[config.mk]
export PLATFORM = sky130hd
export DESIGN_NAME = pc_redirect_unit
export DESIGN_NICKNAME = d
export VERILOG_FILES = /design/src/rtl/pc_redirect_unit.sv
export SDC_FILE = /design/constraint.sdc
export NUM_CORES = 1
export LEC_CHECK = 0
export ABC_CLOCK_PERIOD_IN_PS = 2300
export BUFFER_PORTS_ARGS = -buffer_cell sky130_fd_sc_hd__buf_2
export CAP_MARGIN = 20
export CELL_PAD_IN_SITES_DETAIL_PLACEMENT = 1
export CELL_PAD_IN_SITES_GLOBAL_PLACEMENT = 1
export CORE_MARGIN = 1.5
export CORE_UTILIZATION = 33
export DETAILED_ROUTE_END_ITERATION = 12
export HOLD_SLACK_MARGIN = 0.08
export PLACE_DENSITY = 0.84
export SKIP_CTS_REPAIR_TIMING = 1
export SYNTH_ARGS = -nofsm -noshare
export SYNTH_HDL_FRONTEND = slang
export SYNTH_SLANG_ARGS = --single-unit
[constraint.sdc]
create_clock -name clk -period 2.3 [get_ports clk]
set_input_delay 0.46 -clock clk [delete_from_list [all_inputs] [get_ports clk]]
set_output_delay 0.46 -clock clk [all_outputs]
set_load 0.01 [all_outputs]
[src/rtl/pc_redirect_unit.sv]
// ============================================================================
//  Module   : pc_redirect_unit
//  Purpose  : Fetch PC owner; applies predicted-taken, mispredict and jump
//             redirects, drives pipeline flushes, counts branch outcomes.
//  Revision : 1.0
// ============================================================================
`default_nettype none

module pc_redirect_unit #(
  parameter logic [31:0] RESET_PC = 32'h0000_3000,
  parameter int          CNT_W    = 32
) (
  input  logic             clk,
  input  logic             rst,
  input  logic [1:0]       next_type,
  input  logic             ex_valid,
  input  logic [31:0]      recover_pc,
  input  logic [31:0]      jump_pc,
  input  logic             id_branch,
  input  logic [31:0]      id_branch_target,
  input  logic             stall,
  output logic [31:0]      pc,
  output logic             flush_ifid,
  output logic             flush_idex,
  output logic             redirect_busy,
  output logic [CNT_W-1:0] branch_cnt,
  output logic [CNT_W-1:0] mispredict_cnt
);

  localparam logic [1:0] c_NT_PLUS4 = 2'b00;
  localparam logic [1:0] c_NT_RIGHT = 2'b01;
  localparam logic [1:0] c_NT_WRONG = 2'b10;
  localparam logic [1:0] c_NT_JUMP  = 2'b11;

  typedef enum logic [1:0] {
    S_RUN      = 2'd0,
    S_STALL    = 2'd1,
    S_REDIRECT = 2'd2
  } state_t;

  state_t           state_q, state_d;
  logic [31:0]      pc_q, pc_d;
  logic [CNT_W-1:0] branch_cnt_q, mispredict_cnt_q;
  logic             w_qualified;
  logic [1:0]       w_event;
  logic             w_flush_ifid, w_flush_idex;
  logic             w_br_inc, w_mp_inc;

  // The EX slot behind a redirect is a squashed wrong-path instruction.
  assign w_qualified = ex_valid && (state_q != S_REDIRECT);
  assign w_event     = w_qualified ? next_type : c_NT_PLUS4;

  always_comb begin
    state_d      = S_RUN;
    pc_d         = pc_q + 32'd4;
    w_flush_ifid = 1'b0;
    w_flush_idex = 1'b0;
    w_br_inc     = 1'b0;
    w_mp_inc     = 1'b0;

    if (w_event == c_NT_WRONG) begin
      pc_d         = recover_pc;
      w_flush_ifid = 1'b1;
      w_flush_idex = 1'b1;
      state_d      = S_REDIRECT;
      w_br_inc     = 1'b1;
      w_mp_inc     = 1'b1;
    end else if (w_event == c_NT_JUMP) begin
      pc_d         = jump_pc;
      w_flush_ifid = 1'b1;
      w_flush_idex = 1'b1;
      state_d      = S_REDIRECT;
    end else begin
      w_br_inc = (w_event == c_NT_RIGHT);
      if (stall && (state_q != S_REDIRECT)) begin
        pc_d    = pc_q;
        state_d = S_STALL;
      end else if (id_branch) begin
        pc_d         = id_branch_target;
        w_flush_ifid = 1'b1;
      end
    end
  end

  always_ff @(posedge clk) begin
    if (rst) begin
      pc_q             <= {RESET_PC[31:2], 2'b00};
      state_q          <= S_RUN;
      branch_cnt_q     <= '0;
      mispredict_cnt_q <= '0;
    end else begin
      pc_q    <= {pc_d[31:2], 2'b00};
      state_q <= state_d;
      if (w_br_inc && (branch_cnt_q != {CNT_W{1'b1}}))
        branch_cnt_q <= branch_cnt_q + 1'b1;
      if (w_mp_inc && (mispredict_cnt_q != {CNT_W{1'b1}}))
        mispredict_cnt_q <= mispredict_cnt_q + 1'b1;
    end
  end

  // Strobes are suppressed during reset so nothing is squashed on the way out.
  assign flush_ifid     = w_flush_ifid && !rst;
  assign flush_idex     = w_flush_idex && !rst;
  assign redirect_busy  = (state_q == S_REDIRECT) && !rst;
  assign pc             = pc_q;
  assign branch_cnt     = branch_cnt_q;
  assign mispredict_cnt = mispredict_cnt_q;

endmodule

`default_nettype wire

==> out/metrics.csv, run 1 <==
metric;value;unit
cp.arrival;2.55;ns
hp-class;primary input to flop;
overflow;0;
cts.sinks;96;
drive_above_1_share;34.65;%
dp_slack;-0.2777;ns
drt_first_pass_iters;6;
worst_slack;0.03495;ns
worst_setup_path_end_kind;flop;
slew_headroom;63.10;%
crit_chain;nor2b_4 -> nor2_4 -> ha_4 -> nand4b_1 -> or4_4 -> or4_1 -> a21oi_1;
period_needed;2.265;ns
dieArea;0.01875;mm²
cp-start-kind;flop;
syn_avg_cell_area;7.842;µm²
cp_num_cells;7;
crit_path_top_delay_cell;or4_4;
worst-path-buf-inv;0;
critPathMaxFanout;5;
holdPathStages;3;
rows;48;
root_buffer;clkbuf_16;
final_hold_viol_count;0;
antenna_found_initial;1;
worstMarginPinSlew;0.5509;ns
synth_top_area_share;32.46;%
reg2reg_depth;7;
ant_nets;0;
yosysWarningCount;0;
core;0.01742;mm²
setup_violations;0;
r2r_setup_slack;0.03;ns
routed_wl;22900;µm
slew_violations;0;
clk_latency;0.35;ns
outcome;finished clean;
holdWs;0.3958;ns
first_global_vias;7008;
r2r_end;branch_cnt[21];
seq_area;0.001924;mm²
clk_pin_slew;0.07;ns
yosysTopAreaCell;dfxtp_1;
synth-seq-area-share;32.46;%
slowest_delay;0.57;ns
utilization;46.26;%
synth_edf_count;0;
vias;6974;
fill_cells;2194;
multi_input_area;0.003894;mm²
max-cap-violations;0;
dp_hpwl;17150;µm
cts_tree;yes;
synthCells;755;
setup.worst_path.end;branch_cnt[21];
grt_pass1_wl;35690;µm
grt_util_all_layers;23.97;%
r2r-start;state_q[1];
synth_seq_cells;96;
required;2.58;ns
place.gp.congestion;0.8499;
rsz0062_at_grt;true;
port_buffers;193;
cts_buffers;9;
routedWlPerCell;18.91;µm
syn_to_final_growth;36.09;%
initial_core_util;33.99;%
cellPowerDensity;492.0;mW/mm²
final.setup_skew;0.007385;ns
max_freq;0.4415;GHz
syn_area;0.005921;mm²
drc;0;
ys_types;65;
routed_via_density;5.759;
crit_type;flop to flop;
h-tree-depth;3;
synth.area.top_cells;dfxtp_1, o21ai_0, a221oi_1;
p_total;3.965;mW
cp-startpoint;state_q[1];
ys.flop_type;dfxtp_1;
min_from;id_branch_target[13];
die_x;136.9;µm
crit_family;simple AND/OR/NAND/NOR gates;
grt_max_degree;57;
drt-initial-drc-count;265;
boundaryPins;202;
clk_path_buf_depth;2;
die_h;136.9;µm
ir_drop;341.3;µV
p_leak;3.214;nW
final_nets;1087;
fin_crit_sh;98.48;%
ys_async_sr_fraction;0;%
[worst min-delay path by stage]
stage	endpoint	slack [ns]
after global routing	pc[6]	0.40
final	pc[13]	0.40
after detailed placement	mispredict_cnt[11]	0.49
after CTS	pc[25]	0.39
after global placement	mispredict_cnt[11]	0.48
after floorplan	mispredict_cnt[11]	0.50
[power breakdown]
part           internal, mW  switching [mW]
clock                 0.749           0.725
sequential             1.72          0.0632
combinational         0.320           0.390
[stage by stage]
step	instances	TNS (ns)	instance area (µm²)
after floorplan	756	-0.1204	5996
after global placement	1190	-2.661	7624
after detailed placement	1190	-4.213	7624
after CTS	1206	-2.120	7898
after global routing	1210	-0.4592	8055
final	1211	0	8058
[worst min-delay path, stage by stage]
cell and delay, ns:
buf_2 0.08, o2111ai_1 0.09, o311ai_1 0.08
[logic make-up (layout without fill, tap and decap cells)]
| kind of cell | Yosys count | count (layout) | synth area share, % |
|---|---|---|---|
| simple gates | 330 | 330 | 30.75 |
| compound gates | 208 | 208 | 23.75 |
| flops | 96 | 96 | 32.46 |
| buf+inv | 71 | 299 | 4.924 |
| xor+xnor | 31 | 31 | 4.586 |
| mux | 13 | 13 | 2.409 |
| fa+ha+maj | 5 | 5 | 1.057 |
| other cells | 1 | 4 | 0.06334 |
[Yosys cell counts, types with 6 or more instances]
library cell and number:
and3_1 17, nor4_1 17, clkbuf_1 42, o211ai_1 6, xor2_1 7, a31oi_1 12, nand2_1 66, nand3_1 42
and4_1 9, a21oi_1 42, a211oi_1 13, mux2_2 10, nor3_1 15, nor2_1 51, xnor2_1 24, a221oi_1 29
nor2b_1 13, a221o_1 6, nand2b_1 7, inv_1 14, o31ai_1 11, dfxtp_1 96, buf_2 8, or4_1 15
o21ai_0 53, nand4_1 25, or3_1 23
[metal layers]
metal / vias up / GRT usage [%] / share of wire, %
met5: - / 0 / 0
met4: 0 / 8.538 / 2.4
met3: 35 / 3.074 / 5.3
met2: 206 / 41.68 / 49
met1: 3412 / 30.31 / 43
li1: 3321 / - / -
[layout by cell type, fill, tap and decap left out, types with 7 or more instances in the layout]
cell type and count:
a31oi_1 12, a21oi_1 41, nand2_1 65, mux2_2 10
o21ai_0 53, dfxtp_1 94, buf_2 192, nor3_1 15
buf_12 7, nor4_1 14, buf_4 70, or3_1 23
and3_1 17, a211oi_2 8, nor2_1 50, and4_1 9
nor2b_1 12, nand3_1 41, inv_1 14, clkbuf_16 9
xnor2_1 24, xor2_1 7, nand4_1 25, o31ai_1 9
or4_1 12, a221oi_1 29
[registers in the layout, indices dropped and copies added, names as in the netlist]
register,cells
branch_cnt,32
mispredict_cnt,32
pc,30
state_q,2
[final cells by class]
| class | count | share of cell area [%] |
|---|---|---|
| inverters | 14 | 0.6522 |
| repair buffers | 269 | 20.19 |
| flip-flops and latches | 96 | 23.88 |
| clock inverters | 5 | 0.5124 |
| well taps | 225 | 3.494 |
| diodes | 2 | 0.06211 |
| multi-input cells | 589 | 48.32 |
| clock buffers | 11 | 2.888 |
(Power assumes the default switching activity.)
==> inputs of run 2 (changes only) <==
--- a/config.mk
+++ b/config.mk
@@ -5,16 +5,16 @@
 export SDC_FILE = /design/constraint.sdc
 export NUM_CORES = 1
 export LEC_CHECK = 0
-export ABC_CLOCK_PERIOD_IN_PS = 2300
+export ABC_CLOCK_PERIOD_IN_PS = 2500
 export BUFFER_PORTS_ARGS = -buffer_cell sky130_fd_sc_hd__buf_2
 export CAP_MARGIN = 20
 export CELL_PAD_IN_SITES_DETAIL_PLACEMENT = 1
 export CELL_PAD_IN_SITES_GLOBAL_PLACEMENT = 1
 export CORE_MARGIN = 1.5
-export CORE_UTILIZATION = 33
+export CORE_UTILIZATION = 36
 export DETAILED_ROUTE_END_ITERATION = 12
 export HOLD_SLACK_MARGIN = 0.08
-export PLACE_DENSITY = 0.84
+export PLACE_DENSITY = 0.86
 export SKIP_CTS_REPAIR_TIMING = 1
 export SYNTH_ARGS = -nofsm -noshare
 export SYNTH_HDL_FRONTEND = slang
==> constraint.sdc (replaced) <==
create_clock -name clk -period 2.5 [get_ports clk]
set_input_delay 0.5 -clock clk [delete_from_list [all_inputs] [get_ports clk]]
set_output_delay 0.5 -clock clk [all_outputs]
set_load 0.01 [all_outputs]
==> out/metrics.csv, run 2 (same netlist as run 1, synthesis figures left out) <==
metric;value;unit;change
outcome;finished clean;;
crit_chain;nor2b_2 -> nor2_2 -> buf_4 -> ha_1 -> buf_12 -> a211oi_2 -> nor2_1 -> buf_2;;
cts_tree;yes;;
ir_drop;307.0;µV;-10%
grt_max_degree;29;;-49%
dieArea;0.01723;mm²;-8.2%
die_h;131.2;µm;-4.2%
root_buffer;clkbuf_16;;
fill_cells;2063;;-6.0%
worst-path-buf-inv;3;;+3
period_needed;2.431;ns;
max_freq;0.4113;GHz;
drc;0;;unchanged
setup_tns;0;ns;unchanged
final_hold_viol_count;0;;unchanged
rows;46;;-4.2%
dp_slack;-0.1731;ns;+0.1046 ns
final.setup_skew;0.008217;ns;+0.0008321 ns
slew_headroom;59.98;%;-3.1 points
clk_path_buf_depth;2;;unchanged
antenna_found_initial;2;;+1
core;0.01600;mm²;-8.1%
worst_setup_path_end_kind;primary output;;
clk_pin_slew;0.07;ns;about the same
fin_crit_sh;97.25;%;
routed_wl;22360;µm;-2.4%
drt_first_pass_iters;5;;-1
p_total;3.569;mW;-10%
fin_cells;1181;;-2.5%
syn_to_final_growth;30.43;%;
setup_violations;0;;unchanged
drt-initial-drc-count;411;;+55%
hp-class;primary input to flop;;
worstMarginPinSlew;0.5975;ns;+0.04660 ns
clk_latency;0.35;ns;about the same
initial_core_util;37.00;%;+3.0 points
slowest_delay;0.37;ns;-0.20 ns
grt_util_all_layers;25.74;%;+1.8 points
grt_pass1_wl;36270;µm;+1.6%
crit_family;buffers and inverters;;
layout_commonest_cell;buf_2;;
cp.arrival;1.93;ns;-0.62 ns
rsz0062_at_grt;true;;
dp.cells;1164;;-2.2%
port_buffers;193;;unchanged
h-tree-depth;3;;unchanged
worst_slack;0.06866;ns;+0.03371 ns
routed_via_density;5.893;;+2.3%
required;2.00;ns;-0.58 ns
slew_violations;0;;unchanged
crit_path_top_delay_cell;dfxtp_1;;
routedWlPerCell;18.93;µm;+0.12%
cts_buffers;9;;unchanged
p_leak;3.074;nW;-4.4%
dp_hpwl;16680;µm;-2.7%
overflow;0;;unchanged
die_x;131.2;µm;-4.2%
final_nets;1067;;-1.8%
drive_above_1_share;31.98;%;-2.7 points
boundaryPins;202;;unchanged
final_cell_mix;buf_2, dfxtp_1, nand2_1;;
vias;6960;;-0.20%
cts.sinks;96;;unchanged
cp-start-kind;flop;;
max-cap-violations;0;;unchanged
critPathMaxFanout;25;;+20
first_global_vias;6965;;-0.61%
ant_nets;0;;unchanged
cellPowerDensity;462.2;mW/mm²;-6.1%
crit_type;flop to primary output;;
place.gp.congestion;0.9062;;+6.6%
-- run 2: cell types whose count changed in the layout (fill, tap and decap cells not counted), moves of 2 or more --
cell      change
a211oi_4      -2
o31ai_2       -2
dfxtp_1       +2
o31ai_1       +2
dfxtp_2       -2
buf_4        -15
buf_12        -5
or4_1         +2
ha_4          -2
or4_4         -2
-- run 2: through the flow --
step	hold WS [ns]	utilization, %	cell area (µm²)
after detailed placement	0.4924	46.09	7375
after CTS	0.4403	47.79	7647
after global routing	0.4668	48.26	7722
after floorplan	0.5042	-	5924
final	0.4506	48.26	7722
after global placement	0.4815	46.09	7375
-- run 2: final timing paths --
| kind | slack (ns) | to | cells after the start | startpoint |
|---|---|---|---|---|
| setup / recovery | 0.07 | flush_ifid | 8 | state_q[1] |
| hold / removal | 0.45 | pc[25] | 3 | recover_pc[25] |
| setup reg to reg | 0.11 | branch_cnt[22] | 9 | state_q[0] |
| hold reg to reg | 0.50 | mispredict_cnt[11] | 2 | mispredict_cnt[11] |
-- run 2: routing by layer --
metal  up-vias  global-route usage, %  share of wire, %  wire length [µm]
li1       3269                      -                 -                 -
met1      3451                  31.85                43              9670
met2       188                  44.36                49             10880
met3        52                  4.244               4.9              1090
met4         0                  10.55               3.2               722
met5         -                      0                 0                 0
-- run 2: layout make-up --
cell class                 instances  area [µm²]  share of cell area (%)
antenna                            2       5.005                 0.06481
clock buffer                      11       242.7                   3.143
clock inverter                     4       30.03                  0.3889
inverter                          14       52.55                  0.6805
multi-input combinational        589        3786                   49.03
sequential                        96        1922                   24.89
tap                              216       270.3                   3.500
timing repair buffer             249        1414                   18.31
-- run 2: power by group --
| part | internal, mW | switching (mW) | leakage (nW) |
|---|---|---|---|
| registers | 1.58 | 0.0795 | 0.780 |
| logic | 0.255 | 0.321 | 2.16 |
| clock network | 0.702 | 0.631 | 0.132 |
| total | 2.54 | 1.03 | 3.07 |
-- run 2: worst min-delay path: stages --
cell and delay (ns):
buf_2 0.09, o21ai_0 0.07, o32ai_1 0.10
